File: src/rtl/avalon_st_pkt_sink.sv
// avalon_st_pkt_sink: Avalon-ST packet sink checking framing, length and trailing CRC-8
module avalon_st_pkt_sink #(
    parameter int unsigned MAX_LEN   = 64,
    parameter logic [7:0]  CRC_POLY  = 8'h07,
    parameter logic [7:0]  READY_PAT = 8'hFF
) (
    input  logic        clk,
    input  logic        rst,
    input  logic [7:0]  avalon_st_data,
    input  logic        avalon_st_valid,
    input  logic        avalon_st_startofpacket,
    input  logic        avalon_st_endofpacket,
    output logic        sink_ready,
    output logic        pkt_done,
    output logic        pkt_ok,
    output logic [7:0]  pkt_chan,
    output logic [7:0]  pkt_len,
    output logic [3:0]  err_flags,
    output logic [15:0] stray_cnt,
    output logic [15:0] good_cnt,
    output logic [15:0] err_cnt
);
    typedef enum logic [1:0] {IDLE, RECV, DONE} state_t;
    state_t state, state_nx;
    logic [2:0] phase;
    logic [7:0] chan, len, crc, len_inc;
    logic [3:0] flags;
    logic pend, pend_eop, acc, sop, eop, ov;

    function automatic logic [7:0] crc8(input logic [7:0] c, input logic [7:0] d);
        logic [7:0] r;
        r = c ^ d;
        for (int i = 0; i < 8; i++)
            r = r[7] ? {r[6:0], 1'b0} ^ CRC_POLY : {r[6:0], 1'b0};
        return r;
    endfunction

    always_comb begin
        sink_ready = READY_PAT[phase] && state != DONE;
        acc = avalon_st_valid & sink_ready;
        sop = acc & avalon_st_startofpacket;
        eop = acc & avalon_st_endofpacket;
        len_inc = len + {7'd0, len != 8'hFF};
        ov = 32'(len) >= MAX_LEN;
        pkt_done = state == DONE;
        pkt_ok = pkt_done && err_flags == 4'd0;
        state_nx = state == IDLE ? (sop ? (eop ? DONE : RECV) : IDLE) :
                   state == RECV ? (sop || eop ? DONE : RECV) :
                   pend ? (pend_eop ? DONE : RECV) : IDLE;
    end

    always_ff @(posedge clk) begin
        if (rst) state <= IDLE;
        else state <= state_nx;
    end

    always_ff @(posedge clk) begin
        if (rst) begin
            phase <= '0;
            chan <= '0;
            len <= '0;
            crc <= '0;
            flags <= '0;
            pend <= 1'b0;
            pend_eop <= 1'b0;
            pkt_chan <= '0;
            pkt_len <= '0;
            err_flags <= '0;
            stray_cnt <= '0;
            good_cnt <= '0;
            err_cnt <= '0;
        end else begin
            phase <= phase + 3'd1;
            if (state == DONE) begin
                if (pkt_ok) good_cnt <= good_cnt + {15'd0, ~&good_cnt};
                else err_cnt <= err_cnt + {15'd0, ~&err_cnt};
                pend <= 1'b0;
                pend_eop <= 1'b0;
                if (pend_eop) begin
                    pkt_chan <= chan;
                    pkt_len <= len;
                    err_flags <= flags;
                end
            end else if (sop) begin
                if (state == RECV) begin
                    pkt_chan <= chan;
                    pkt_len <= len;
                    err_flags <= flags | 4'b0001;
                    pend <= 1'b1;
                    pend_eop <= eop;
                end else if (eop) begin
                    pkt_chan <= avalon_st_data;
                    pkt_len <= 8'd1;
                    err_flags <= 4'b0010;
                end
                chan <= avalon_st_data;
                len <= 8'd1;
                crc <= crc8(8'd0, avalon_st_data);
                flags <= eop ? 4'b0010 : 4'b0000;
            end else if (acc && state == IDLE) begin
                stray_cnt <= stray_cnt + {15'd0, ~&stray_cnt};
            end else if (acc) begin
                len <= len_inc;
                crc <= crc8(crc, avalon_st_data);
                flags <= flags | {1'b0, ov, 2'b00};
                if (eop) begin
                    pkt_chan <= chan;
                    pkt_len <= len_inc;
                    err_flags <= flags | {avalon_st_data != crc, ov, 2'b00};
                end
            end
        end
    end
endmodule

File: config.mk
export PLATFORM = sky130hd
export DESIGN_NAME = avalon_st_pkt_sink
export DESIGN_NICKNAME = d
export VERILOG_FILES = /design/src/rtl/avalon_st_pkt_sink.sv
export SDC_FILE = /design/constraint.sdc
export NUM_CORES = 1
export LEC_CHECK = 0
export CORE_MARGIN = 2
export CORE_UTILIZATION = 55
export CTS_BUF_LIST = sky130_fd_sc_hd__clkbuf_8
export DETAILED_ROUTE_END_ITERATION = 8
export GPL_TIMING_DRIVEN = 0
export PLACE_DENSITY = 0.82
export SYNTH_ARGS = -nofsm -noshare
export SYNTH_HDL_FRONTEND = slang
export SYNTH_SLANG_ARGS = --single-unit
File: constraint.sdc
create_clock -name clk -period 6.4 [get_ports clk]
set_input_delay 0.64 -clock clk [delete_from_list [all_inputs] [get_ports clk]]
set_output_delay 0.64 -clock clk [all_outputs]
set_load 0.05 [all_outputs]
==> results <==
- The run finished with clean final reports.
- The initial antenna violation count was 0.
- The type of the worst setup path is flip-flop to primary output.
- STA classifies the critical path startpoint as a flip-flop.
- The HPWL after detailed placement is 9.43 mm.
- The detailed-router iteration count before antenna repair is 5.
- The max-slew violation total from the final report is 0.
- Walking the worst path, the cells encountered are nor4_4, and2_0, clkbuf_1, clkdlybuf4s50_1.
- Using the TritonRoute via totals, the vias-per-cell ratio works out to around 6.1.
- Leaving out fill and tap cells, the most frequent cell in the layout is sky130_fd_sc_hd__dfxtp_1.
- The tool flagged a number of max-cap violations equal to 0.
- The delay of the slowest cell on the worst path is approximately 850 ps.
- The count of antenna diodes in the layout is 0.
- The clock tree from TritonCTS is done.
- In this run the worst path has a maximum fanout of 9.
- The clock period minus final worst setup slack is 3370 ps.
- The aggregate negative setup slack is 0 ps.
- The clock-pin transition on the worst setup and hold timing paths is roughly 90 ps.
- The setup fix buffers added after clock tree synthesis is 0.
- The number of global-route vias before repair is 4608.
- The fraction of the cycle the final worst path needs is 52.6%.
- After synthesis the netlist holds a flip-flop and latch count of between 90 and 100.
- At the pin with the least slew margin, the transition time is between 700 and 800 ps.
- The worst slack at placement is between 3000 and 4000 ps.
- The number of fill cells in the layout is just over 700.
- The category of the worst setup path capture point is a primary output.
- The post-cts hold buffer count is 0.
- The achievable frequency is 297 MHz.
- Setup repair after global routing left no endpoint under its margin.
- The residual DRC count is 0.
- The root buffer cell is sky130_fd_sc_hd__clkbuf_8.
- The count of buffers added on input and output ports is 74.
- The remaining number of nets flagged by the antenna check after routing is 0.
- The total nets after synthesis is 626.
- The number of clock buffers inserted by TritonCTS is 9.
- The final layout contains a little over 700 nets.
- The clock tree synthesis step divided the H-tree into 3 levels.
- The largest net degree at the start of global routing is 17.
- The worst-case clock skew is roughly 14 ps.
- STA puts the critical path data required time at about 5800 ps.
- For the worst-skew pair, the clock arrives at the later sink with an insertion delay of about 370 ps.
- The initial core utilization is a little under three fifths.
- The total vias in the final route is between 4000 and 5000.
- The clock drives 98 sinks.
- The Yosys step of the flow raised 0 warnings.
- The maximum VDD drop is between 0.09 and 0.1 mV.
- The die area is ~9800 um2.
- Setup slack closes at about 3000 ps.
- In this run the standard cell core region covers between 8000 and 9000 um2.
- In the final layout, the share of cells above drive strength 1 is ~5.2%.
- The share of the Yosys chip area taken by registers is 39.3%.
- The power density normalized to cell area is between 200 and 250 nW/um2.
- In the synthesized netlist the dominant register cell turns out to be sky130_fd_sc_hd__dfxtp_1.
- Of all flip-flops after synthesis, the portion carrying an async set or reset was 0%.
- Gates resized during post-CTS repair numbered 0.
- The cell count after synthesis came out at 601.
- Global routing used a little over a quarter of the available tracks.
- The number of endpoints with negative hold slack in the final report came to 0.
- The min-delay analysis places its worst path in the category flip-flop to flip-flop.
- For this design the top-level I/O count stands at 84.
- Counting distinct cell types in the post-synthesis netlist gives 55.
- In this run the static leakage power is between 0.002 and 0.0025 uW.
- The signal arrival time at the worst endpoint is roughly 2700 ps.
- Dividing the detail-routed wire length by the instance count gives 16.7 um.
- The synthesized design contains 0 enable-type register cells.
- The die span in x is 99.2 um.
- The post-synthesis area per instance is approximately 8.3 um2.
- Row generation in the floorplan step produced 34 rows.
- The final number of setup-violating endpoints is 0.
- The detailed router finished its first iteration with around 330 violations.
- The worst slew margin relative to its limit is slightly below 50%.
- Summing every instance area after synthesis gives 4990 um2.
- Leaving out fill and tap cells, the most frequent cells in the layout are sky130_fd_sc_hd__dfxtp_1 (98), sky130_fd_sc_hd__nor2_1 (80), sky130_fd_sc_hd__clkdlybuf4s50_1 (74), sky130_fd_sc_hd__nand2_1 (52).
- Wires add up to 13.3 mm.
- The total congestion overflow is 0.
- The number of buffers on the longest clock path is 2.
- The global-route wire length before repair is 21.9 mm.
- The cell with the biggest individual delay on the critical path is sky130_fd_sc_hd__clkdlybuf4s50_1.
- From bottom edge to top edge, the die measures around 99 um.
- The area growth from synthesis to layout is 21.4%.
- The routability congestion estimate from global placement is 0.926.
cells by family (layout without fill, tap and decap cells):
group	after synthesis	in the layout	share of synthesized area (%)
compound gates	106	106	12.5
xor+xnor	65	65	11.7
fa+ha+maj	12	12	3.01
buf+inv	46	135	3.86
flops	98	98	39.3
mux	13	13	2.63
simple gates	261	261	26.9
Yosys cell counts (all sizes together), types with 2 or more instances:
master	n	area, um2
a211oi	12	90.1
a21oi	40	200
a221oi	3	26.3
a311oi	2	17.5
a31oi	5	31.3
and2	5	31.3
and3	12	75.1
and4	9	78.8
buf	12	65.1
clkbuf	28	105
dfxtp	98	1960
ha	12	150
inv	6	22.5
mux2i	12	120
nand2	53	201
nand2b	5	31.3
nand3	20	100
nand3b	3	22.5
nand4	21	131
nand4b	2	17.5
nor2	81	307
nor2b	3	18.8
nor3	23	115
nor4	7	80.1
nor4b	2	32.5
o21ai	32	160
o311a	2	20.0
or2	2	12.5
or3	9	56.3
xnor2	24	210
xor2	40	350
critical path: cells and delay by family (launching register included):
kind	cells	cell delay (ps)
DFF	1	370
buffers and inverters	2	1070
and+or+nand+nor	2	920
registers in the layout, summed over array words and instances (netlist names):
signal / count
pkt_chan: 8
pend_eop: 1
good_cnt: 16
len: 8
crc: 8
pend: 1
chan: 8
state: 2
flags: 2
stray_cnt: 16
err_flags: 4
pkt_len: 8
err_cnt: 16
per-stage QoR:
step | std cells | power (uW) | hold slack, ps | utilization [%] | instance area, um2
after floorplan | 601 | 838 | 436 | - | 4990
after global placement | 783 | 895 | 441 | 66.9 | 5860
after detailed placement | 783 | 904 | 446 | 66.9 | 5860
after CTS | 798 | 1300 | 459 | 69.1 | 6050
after global routing | 798 | 1340 | 474 | 69.1 | 6050
final | 798 | 1300 | 459 | 69.1 | 6050
path summary, 6_finish.rpt:
path	start	end	slack (ps)	depth (start not counted)
max	err_flags[0]	pkt_ok	3030	4
min	chan[5]	chan[5]	460	2
max reg2reg	err_cnt[8]	err_cnt[12]	3840	10
min reg2reg	chan[5]	chan[5]	460	2
where the power goes:
part / total (uW) / switching, uW / internal [uW]
Combinational: 249 / 156 / 92.6
Sequential: 650 / 20.5 / 629
Clock: 399 / 218 / 181
Total: 1300 / 395 / 903
layout make-up:
cell class	count	area, um2	area share (%)
clock buffers	9	124	2.05
multi-input cells	457	2830	46.8
well taps	108	135	2.23
clock inverters	6	67.6	1.12
inverters	6	22.5	0.372
flip-flops and latches	98	1960	32.4
plain buffers	40	170	2.81
repair buffers	74	741	12.2
per-layer routing:
metal  GRT usage (%)  share of wire (%)
met4            13.6                3.6
met1            34.9                 43
met3            3.87                6.8
met2            44.5                 47
met5               0                  0
(Power assumes the default switching activity.)
==> RTL edit, RTL diff (same flow settings) <==
The 3 states of `state_t` get a one-hot encoding in 3 bits.
--- a/src/rtl/avalon_st_pkt_sink.sv
+++ b/src/rtl/avalon_st_pkt_sink.sv
@@ -20,7 +20,7 @@
     output logic [15:0] good_cnt,
     output logic [15:0] err_cnt
 );
-    typedef enum logic [1:0] {IDLE, RECV, DONE} state_t;
+    typedef enum logic [2:0] {IDLE = 3'b001, RECV = 3'b010, DONE = 3'b100} state_t;
     state_t state, state_nx;
     logic [2:0] phase;
     logic [7:0] chan, len, crc, len_inc;
Function: same outputs for any inputs over 4 cycles, from zero or initial values and one cycle with rst high; so few cycles prove little.
==> RTL edit against the original RTL <==
Final area up 1.5%; register-to-register slack worse by 70 ps; wire length down 3.5%; fmax up 4.6%; global-route usage down 0.98 points; sequential share of layout area down 0.15 points; area after synthesis up 1.4%; worst setup slack better by 150 ps; power up 13%; sequential cell count up 1; largest power group unchanged.
==> RTL edit: results (changes against the original RTL) <==
* GRT Total Usage at 0.261 (was 0.271)
* XOR/XNOR Fraction of Synth Area at 0.125 (was 0.117)
* Worst Hold End: chan[0] (was chan[5])
* Post-Synth Adder-Cell Area at 0.0322 (was 0.0301)
* Gp weighted congestion at 0.899 (was 0.926)
* Met2 usage at 0.435 (was 0.445)
* Count of cell types in the netlist at 52 (was 55)
* Commonest cells in the synthesized netlist: 99 x dfxtp_1, 88 x nor2_1, 60 x nand2_1 (was 98 x dfxtp_1, 80 x nor2_1, 52 x nand2_1)
* Reg-to-reg setup timing slack at 3770 ps (was 3840 ps)
* Met1 usage at 0.344 (was 0.349)
* Synth top area cells: dfxtp_1 39%, xnor2_1 7.5%, nor2_1 6.5%, xor2_1 5.0%, nand2_1 4.5% (was dfxtp_1 39%, xor2_1 7.0%, nor2_1 6.0%, xnor2_1 4.2%, a21oi_1 4.0%)
* Outcome: completed (unchanged)
* Proportion of layout cells with a drive suffix above 1 at 0.0524 (was 0.0522)
* IO Port Bufs at 75 (was 74)
* Syn_nets at 641 (was 626)
* Hold_ws at 459 ps (about the same)
* Post-synthesis mux area share at 0.0198 (was 0.0263)
* Placed Area at 5940 µm² (was 5860 µm²)
* First-pass GRT wire length at 21300 µm (was 21900 µm)
* Vias/cell at 5.84 (was 6.08)
* Reg-to-Reg Start: err_cnt[7] (was err_cnt[8])
* Synth Area in Compound Gates at 0.127 (was 0.125)
* Sequential share of the synthesized area at 0.392 (was 0.393)
* Final #Nets at 727 (was 711)
* Placed Cells incl. Taps at 798 (was 783)
* Mapped Cells at 615 (was 601)
* Finished Layout Cells at 814 (was 798)
* Iteration-0 DRC Markers at 318 (was 326)
* Critical Path Start: state[1] (was err_flags[0])
* Met3 Usage GRT at 0.0467 (was 0.0387)
* Setup slack after layout at 3180 ps (was 3030 ps)
* Max IR drop VDD at 0.163 mV (was 0.0988 mV)
* Clock skew at 14.8 ps (was 14.1 ps)
* Critical path arrival at 2580 ps (was 2730 ps)
* Critical Path Max Stage Delay at 870 ps (was 850 ps)
* Placement Setup Slack at 3490 ps (was 3440 ps)
* Slew HR at 0.411 (was 0.492)
* Hold path startpoint: chan[0] (was chan[5])
* Post-DP HPWL at 9350 µm (was 9430 µm)
==> RTL edit: cell count changes in the layout (fill, tap and decap cells not counted), moves of 5 or more <==
cell / change
xor2_1: -11
o21ai_0: -9
nor2_1: +8
nand3_1: +5
clkbuf_1: -5
xnor2_1: +19
nand2_1: +8
a31oi_1: -5
==> RTL edit: layout make-up <==
class,instances,area (µm²)
clock buffers,10,138
plain buffers,35,144
fillers,687,2660
multi-input cells,472,2900
inverters,9,33.8
clock inverters,6,66.3
repair buffers,75,751
well taps,108,135
flip-flops and latches,99,1980
==> RTL edit: power breakdown <==
group          internal, mW  switching (mW)  leakage, nW
logic                 0.146           0.231         1.21
registers             0.648          0.0329        0.804
clock network         0.192           0.217       0.0999
total                 0.985           0.481         2.11
==> RTL edit: layer usage <==
metal	up-vias	share of wire	wire (µm)
met2	190	0.47	6100
met1	2216	0.44	5690
met4	0	0.022	280
met3	23	0.063	817
met5	-	0	0
li1	2323	-	-
